[src/rtl/vote_report_tx.sv]
// Snapshots the eight vote totals on an authorised request and sends them as a fixed
// 72-byte ASCII report ("Ck:dddd\r\n" x8) over a UART 8N1 line.
module vote_report_tx #(
   parameter int CLKS_PER_BIT = 868,
   parameter int MODE_KEY     = 25
) (
   input  logic         clk,
   input  logic         reset,
   input  logic         start,
   input  logic [4:0]   mode,
   input  logic [111:0] totals,
   output logic         tx,
   output logic         busy,
   output logic         done
);

   localparam int           TW    = $clog2(CLKS_PER_BIT);
   localparam logic [TW-1:0] TMAX = TW'(CLKS_PER_BIT - 1);
   localparam logic [TW-1:0] TLAST = TW'(CLKS_PER_BIT - 2);
   localparam logic [4:0]   KEY   = 5'(MODE_KEY);

   localparam logic [1:0] S_IDLE = 2'd0;
   localparam logic [1:0] S_CONV = 2'd1;
   localparam logic [1:0] S_SEND = 2'd2;
   localparam logic [1:0] S_DONE = 2'd3;

   logic [1:0]    state_q, state_d;
   logic [3:0]    conv_q, conv_d;
   logic [TW-1:0] timer_q, timer_d;
   logic [3:0]    bit_q, bit_d;
   logic [6:0]    byte_q, byte_d;
   logic          busy_q, busy_d;
   logic          done_q, done_d;
   logic          tx_q, tx_d;
   logic          accept;
   logic [6:0]    rec_w, pos_w;
   logic [7:0]    ch_w;
   // {bcd[15:0], binary[13:0]} working register per candidate
   logic [29:0]   dd_q [8];

   function automatic logic [13:0] sat14(input logic [13:0] v);
      return (v > 14'd9999) ? 14'd9999 : v;
   endfunction

   function automatic logic [29:0] dabble(input logic [29:0] v);
      logic [29:0] r;
      r = v;
      for (int k = 0; k < 4; k++) begin
         if (r[14+4*k +: 4] >= 4'd5) r[14+4*k +: 4] = r[14+4*k +: 4] + 4'd3;
      end
      return r << 1;
   endfunction

   function automatic logic [7:0] report_char(input logic [6:0] pos, input logic [6:0] rec,
                                              input logic [15:0] bcd);
      case (pos)
         7'd0:    return 8'h43;
         7'd1:    return 8'h31 + {1'b0, rec};
         7'd2:    return 8'h3A;
         7'd3:    return 8'h30 + {4'h0, bcd[15:12]};
         7'd4:    return 8'h30 + {4'h0, bcd[11:8]};
         7'd5:    return 8'h30 + {4'h0, bcd[7:4]};
         7'd6:    return 8'h30 + {4'h0, bcd[3:0]};
         7'd7:    return 8'h0D;
         default: return 8'h0A;
      endcase
   endfunction

   assign accept = (state_q == S_IDLE) && start && (mode == KEY);

   always_comb begin
      state_d = state_q;
      conv_d  = conv_q;
      timer_d = timer_q;
      bit_d   = bit_q;
      byte_d  = byte_q;
      busy_d  = busy_q;
      done_d  = 1'b0;
      case (state_q)
         S_IDLE: begin
            if (accept) begin
               state_d = S_CONV;
               conv_d  = '0;
               busy_d  = 1'b1;
            end
         end
         S_CONV: begin
            if (conv_q == 4'd15) begin
               state_d = S_SEND;
               timer_d = '0;
               bit_d   = '0;
               byte_d  = '0;
            end else begin
               conv_d = conv_q + 4'd1;
            end
         end
         S_SEND: begin
            // DONE covers the last cycle of the final stop bit, so done lands right after it
            if (byte_q == 7'd71 && bit_q == 4'd9 && timer_q == TLAST) state_d = S_DONE;
            if (timer_q == TMAX) begin
               timer_d = '0;
               if (bit_q == 4'd9) begin
                  bit_d  = '0;
                  byte_d = byte_q + 7'd1;
               end else begin
                  bit_d = bit_q + 4'd1;
               end
            end else begin
               timer_d = timer_q + TW'(1);
            end
         end
         default: begin
            state_d = S_IDLE;
            busy_d  = 1'b0;
            done_d  = 1'b1;
         end
      endcase

      rec_w = byte_d / 7'd9;
      pos_w = byte_d % 7'd9;
      ch_w  = report_char(pos_w, rec_w, dd_q[rec_w[2:0]][29:14]);
      tx_d  = 1'b1;
      if (state_d == S_SEND) begin
         case (bit_d)
            4'd0:    tx_d = 1'b0;
            4'd9:    tx_d = 1'b1;
            default: tx_d = ch_w[bit_d[2:0] - 3'd1];
         endcase
      end
   end

   always_ff @(posedge clk) begin
      if (reset) begin
         state_q <= S_IDLE;
         conv_q  <= '0;
         timer_q <= '0;
         bit_q   <= '0;
         byte_q  <= '0;
         busy_q  <= 1'b0;
         done_q  <= 1'b0;
         tx_q    <= 1'b1;
      end else begin
         state_q <= state_d;
         conv_q  <= conv_d;
         timer_q <= timer_d;
         bit_q   <= bit_d;
         byte_q  <= byte_d;
         busy_q  <= busy_d;
         done_q  <= done_d;
         tx_q    <= tx_d;
      end
   end

   always_ff @(posedge clk) begin
      for (int i = 0; i < 8; i++) begin
         if (accept) dd_q[i] <= {16'h0000, sat14(totals[14*i +: 14])};
         else if (state_q == S_CONV && conv_q < 4'd14) dd_q[i] <= dabble(dd_q[i]);
      end
   end

   assign tx   = tx_q;
   assign busy = busy_q;
   assign done = done_q;

endmodule

[config.mk]
export PLATFORM = sky130hd
export DESIGN_NAME = vote_report_tx
export DESIGN_NICKNAME = d
export VERILOG_FILES = /design/src/rtl/vote_report_tx.sv
export SDC_FILE = /design/constraint.sdc
export NUM_CORES = 1
export LEC_CHECK = 0
export CAP_MARGIN = 20
export CORE_MARGIN = 1.5
export CORE_UTILIZATION = 44
export DETAILED_ROUTE_END_ITERATION = 8
export PLACE_DENSITY = 0.7
export SLEW_MARGIN = 10
export SYNTH_ARGS = -nofsm -noshare
export SYNTH_HDL_FRONTEND = slang
export SYNTH_SLANG_ARGS = --single-unit
export TNS_END_PERCENT = 10
[constraint.sdc]
create_clock -name clk -period 9.1 [get_ports clk]
set_clock_uncertainty 0.2 [all_clocks]
set_input_delay 0.91 -clock clk [delete_from_list [all_inputs] [get_ports clk]]
set_output_delay 0.91 -clock clk [all_outputs]
set_load 0.01 [all_outputs]
==> summary.md <==
| Metric | Value |
|---|---|
| DR vias | `13,400` |
| GRT Residual Overflow | `0` |
| CORE AREA | `36,900 um2` |
| Post-synthesis simple-gate area fraction | `0.199` |
| Most frequent cells in the layout | `nand2_1 (290), edfxtp_1 (239), nor2_1 (214), clkdlybuf4s50_1 (122), a21oi_1 (116)` |
| Yosys reg bits | `270` |
| Synth warnings | `0` |
| Max Cap Viol | `0` |
| CTS buffer count | `31` |
| CTS tree | `done` |
| Postcts setup bufs | `0` |
| Ant diodes | `0` |
| CTS Sinks | `270` |
| Via density | `5.57` |
| Ys async rst share | `0` |
| Placer Congestion | `0.915` |
| Startpoint Class | `flip-flop` |
| Tot GR Track Use | `0.205` |
| Post-synth design cell area | `16,600 um2` |
| Main synth FF type | `edfxtp_1` |
| Setup slack, reg-to-reg | `1330 ps` |
| EDFF count, synth | `239` |
| Status | `finished clean` |
| Post-synthesis adder-cell area fraction | `0.0619` |
| Final Max Tran Viols | `0` |
| DRT antenna net count | `0` |
| R2R Path End | `tx$_SDFF_PP1_` |
| Largest net degree at the start of global routing | `175` |
| Worst Setup EP | `tx$_SDFF_PP1_` |
| Final wirelength | `39,600 um` |
| Clock latency at the later pin of the worst-skew pair | `590 ps` |
| Resize count post-CTS | `0` |
| Remaining DRCs | `0` |
| Final period util | `0.854` |
| Post-synthesis xor/xnor area fraction | `0.0253` |
| Root buf cell | `clkbuf_16` |
| Seq/Total Area, Yosys | `0.470` |
| VDD IR max | `0.000134 V` |
| Detailed Route Iter0 Violations | `1,108` |
| Mux share of post-synthesis cell area | `0.0316` |
| Number of global-route vias before repair | `12,800` |
| Worst r2r path cells | `24` |
| Leak Pwr | `7.07 nW` |
| DR pass1 iterations | `6` |
| Clock buffer depth | `3` |
| WS Path Type | `reg2reg` |
| Starting density of the core | `0.450` |
| Actual slew at the worst max-slew pin | `1100 ps` |
| Die area | `38,900 um2` |
| Avg Cell Area, Syn | `9.27 um2` |
| Pre-CTS setup slack | `1550 ps` |
| Area grow syn2layout | `15.9%` |
| Number of hold violations in the final report | `0` |
| Commonest non-fill, non-tap cell in the layout | `nand2_1` |
| Num rows | `70` |
| Antenna violations before repair | `0` |
| Synthesized net count | `1,991` |
| Fill count | `3,309` |
| Cells after synthesis | `1,789` |
| Clock transition at path regs | `60 ps` |
| Critical Path RT | `9370 ps` |
| Slew HR | `0.265` |
| Synth Area in Compound Gates | `0.168` |
| Die width | `197 um` |
| RR Startpoint | `state_q[1]$_SDFF_PP0_` |
| Largest family of logic cells by synthesized area | `simple AND/OR/NAND/NOR gates` |
| CP Capture Type | `flip-flop` |
| Multi-input logic area | `8080 um2` |
| Nets | `2,076` |
| Die Ht | `197 um` |
| Ports | `123` |
| HPWL after detailed placement | `27,300 um` |
| Hold buffer count at cts | `0` |
| Crit Path Max Fanout | `23` |
| CP startpoint | `state_q[1]$_SDFF_PP0_` |
| Pwr per Cell Area | `141 nW/um2` |
| Reg area | `7800 um2` |
| RSZ-0062 raised after global routing | `false` |
| Final setup violation count | `0` |
| Share of layout cells above drive strength 1 | `0.0542` |
| Wire per inst | `16.5 um` |
| Minimum clock period after layout | `7770 ps` |
| Worst hold path class | `reg2reg` |
| Port bufs | `122` |
| Fmax | `129 MHz` |
| H-tree Lvls | `1` |
| Setup TNS | `0 ps` |
| Arr. time, crit path | `8040 ps` |
| Final setup margin | `1330 ps` |
| Synth cell types | `83` |
| First-pass GRT wire length | `65,600 um` |
## cell families (layout without fill, tap and decap cells)
group / Yosys count / after routing
xor gates and xnor gates: 47 / 47
DFF: 270 / 270
AOI/OAI and AO/OA: 430 / 430
muxes: 46 / 46
adders and majority gates: 82 / 82
buffers and inverters: 189 / 299
and+or+nand+nor: 725 / 725
## how the worst min path moves through the flow
stage | startpoint | endpoint | slack, ps | cells after the start
3_3_place_gp | dd_q[4][0]$_SDFFE_PP0P_ | dd_q[4][0]$_SDFFE_PP0P_ | 270 | 2
3_5_place_dp | dd_q[4][0]$_SDFFE_PP0P_ | dd_q[4][0]$_SDFFE_PP0P_ | 290 | 2
4_1_cts | dd_q[4][0]$_SDFFE_PP0P_ | dd_q[4][0]$_SDFFE_PP0P_ | 310 | 2
5_1_grt | dd_q[6][12]$_DFFE_PP_ | dd_q[6][13]$_DFFE_PP_ | 320 | 2
6_report | dd_q[4][0]$_SDFFE_PP0P_ | dd_q[4][0]$_SDFFE_PP0P_ | 300 | 2
2_1_floorplan | dd_q[4][0]$_SDFFE_PP0P_ | dd_q[4][0]$_SDFFE_PP0P_ | 260 | 2
## stage by stage
step	area, um2	cells	hold slack (ps)	total power, mW	util
detailed placement	18200	2344	290	1.54	0.494
CTS	19200	2402	309	2.75	0.520
global route	19200	2403	324	2.81	0.521
global placement	18200	2343	275	1.54	0.494
floorplan	16600	1789	257	1.47	-
finish	19200	2403	304	2.71	0.521
## synth_stat cells, types with 16 or more instances
master / n / share of area
nor4_1: 22 / 0.0083
dfxtp_1: 31 / 0.037
o21bai_1: 20 / 0.0091
nand4_1: 18 / 0.0068
o31ai_1: 21 / 0.0095
ha_1: 82 / 0.062
a21oi_1: 116 / 0.035
o211ai_1: 22 / 0.010
xnor2_1: 39 / 0.021
mux2i_1: 31 / 0.019
o21ai_0: 115 / 0.035
nand3_1: 26 / 0.0078
nor2b_1: 29 / 0.011
edfxtp_1: 239 / 0.43
nor3_1: 39 / 0.012
and3_1: 16 / 0.0060
nor2_1: 215 / 0.049
nand2_1: 292 / 0.066
a211oi_1: 36 / 0.016
inv_1: 108 / 0.024
clkbuf_1: 60 / 0.014
## flip-flops by register name (all words and copies together), names as in the netlist
signal   cells
timer_q     10
state_q      2
dd_q       240
done         1
bit_q        4
tx           1
busy         1
byte_q       7
conv_q       4
## layer usage
metal	routed length, um	GRT usage
met4	731	0.0478
met1	17700	0.281
met2	18600	0.340
met5	0	0
met3	2560	0.0353
## critical path: stages (launching register included)
cell and delay, ps:
dfxtp_1 340, inv_1 110, ha_1 370, inv_1 160, o21ai_0 640, a2bb2oi_1 180, and2_1 390, inv_1 200
ha_1 270, nor3_1 100, a211o_1 340, o221ai_1 320, o211ai_2 180, nor2_4 290, xnor2_1 150, ha_1 210
or4_1 560, and4_1 520, o31ai_1 560, a2bb2o_1 300, nor3_1 110, a221o_1 340, or4_1 410, a32oi_1 290
o21ai_1 80
## power breakdown
group | switching, mW | total, mW | internal [mW]
sequential | 0.0107 | 1.37 | 1.36
clock | 0.518 | 1.19 | 0.676
combinational | 0.0702 | 0.147 | 0.0769
## final cells by class
| cell class | instances | area share |
|---|---|---|
| multi-input cells | 1330 | 0.421 |
| flip-flops and latches | 270 | 0.406 |
| repair buffers | 130 | 0.0683 |
| clock buffers | 37 | 0.0431 |
| well taps | 504 | 0.0328 |
| inverters | 111 | 0.0217 |
| clock inverters | 21 | 0.00742 |
Note: power is estimated with default switching activity, not from simulation.
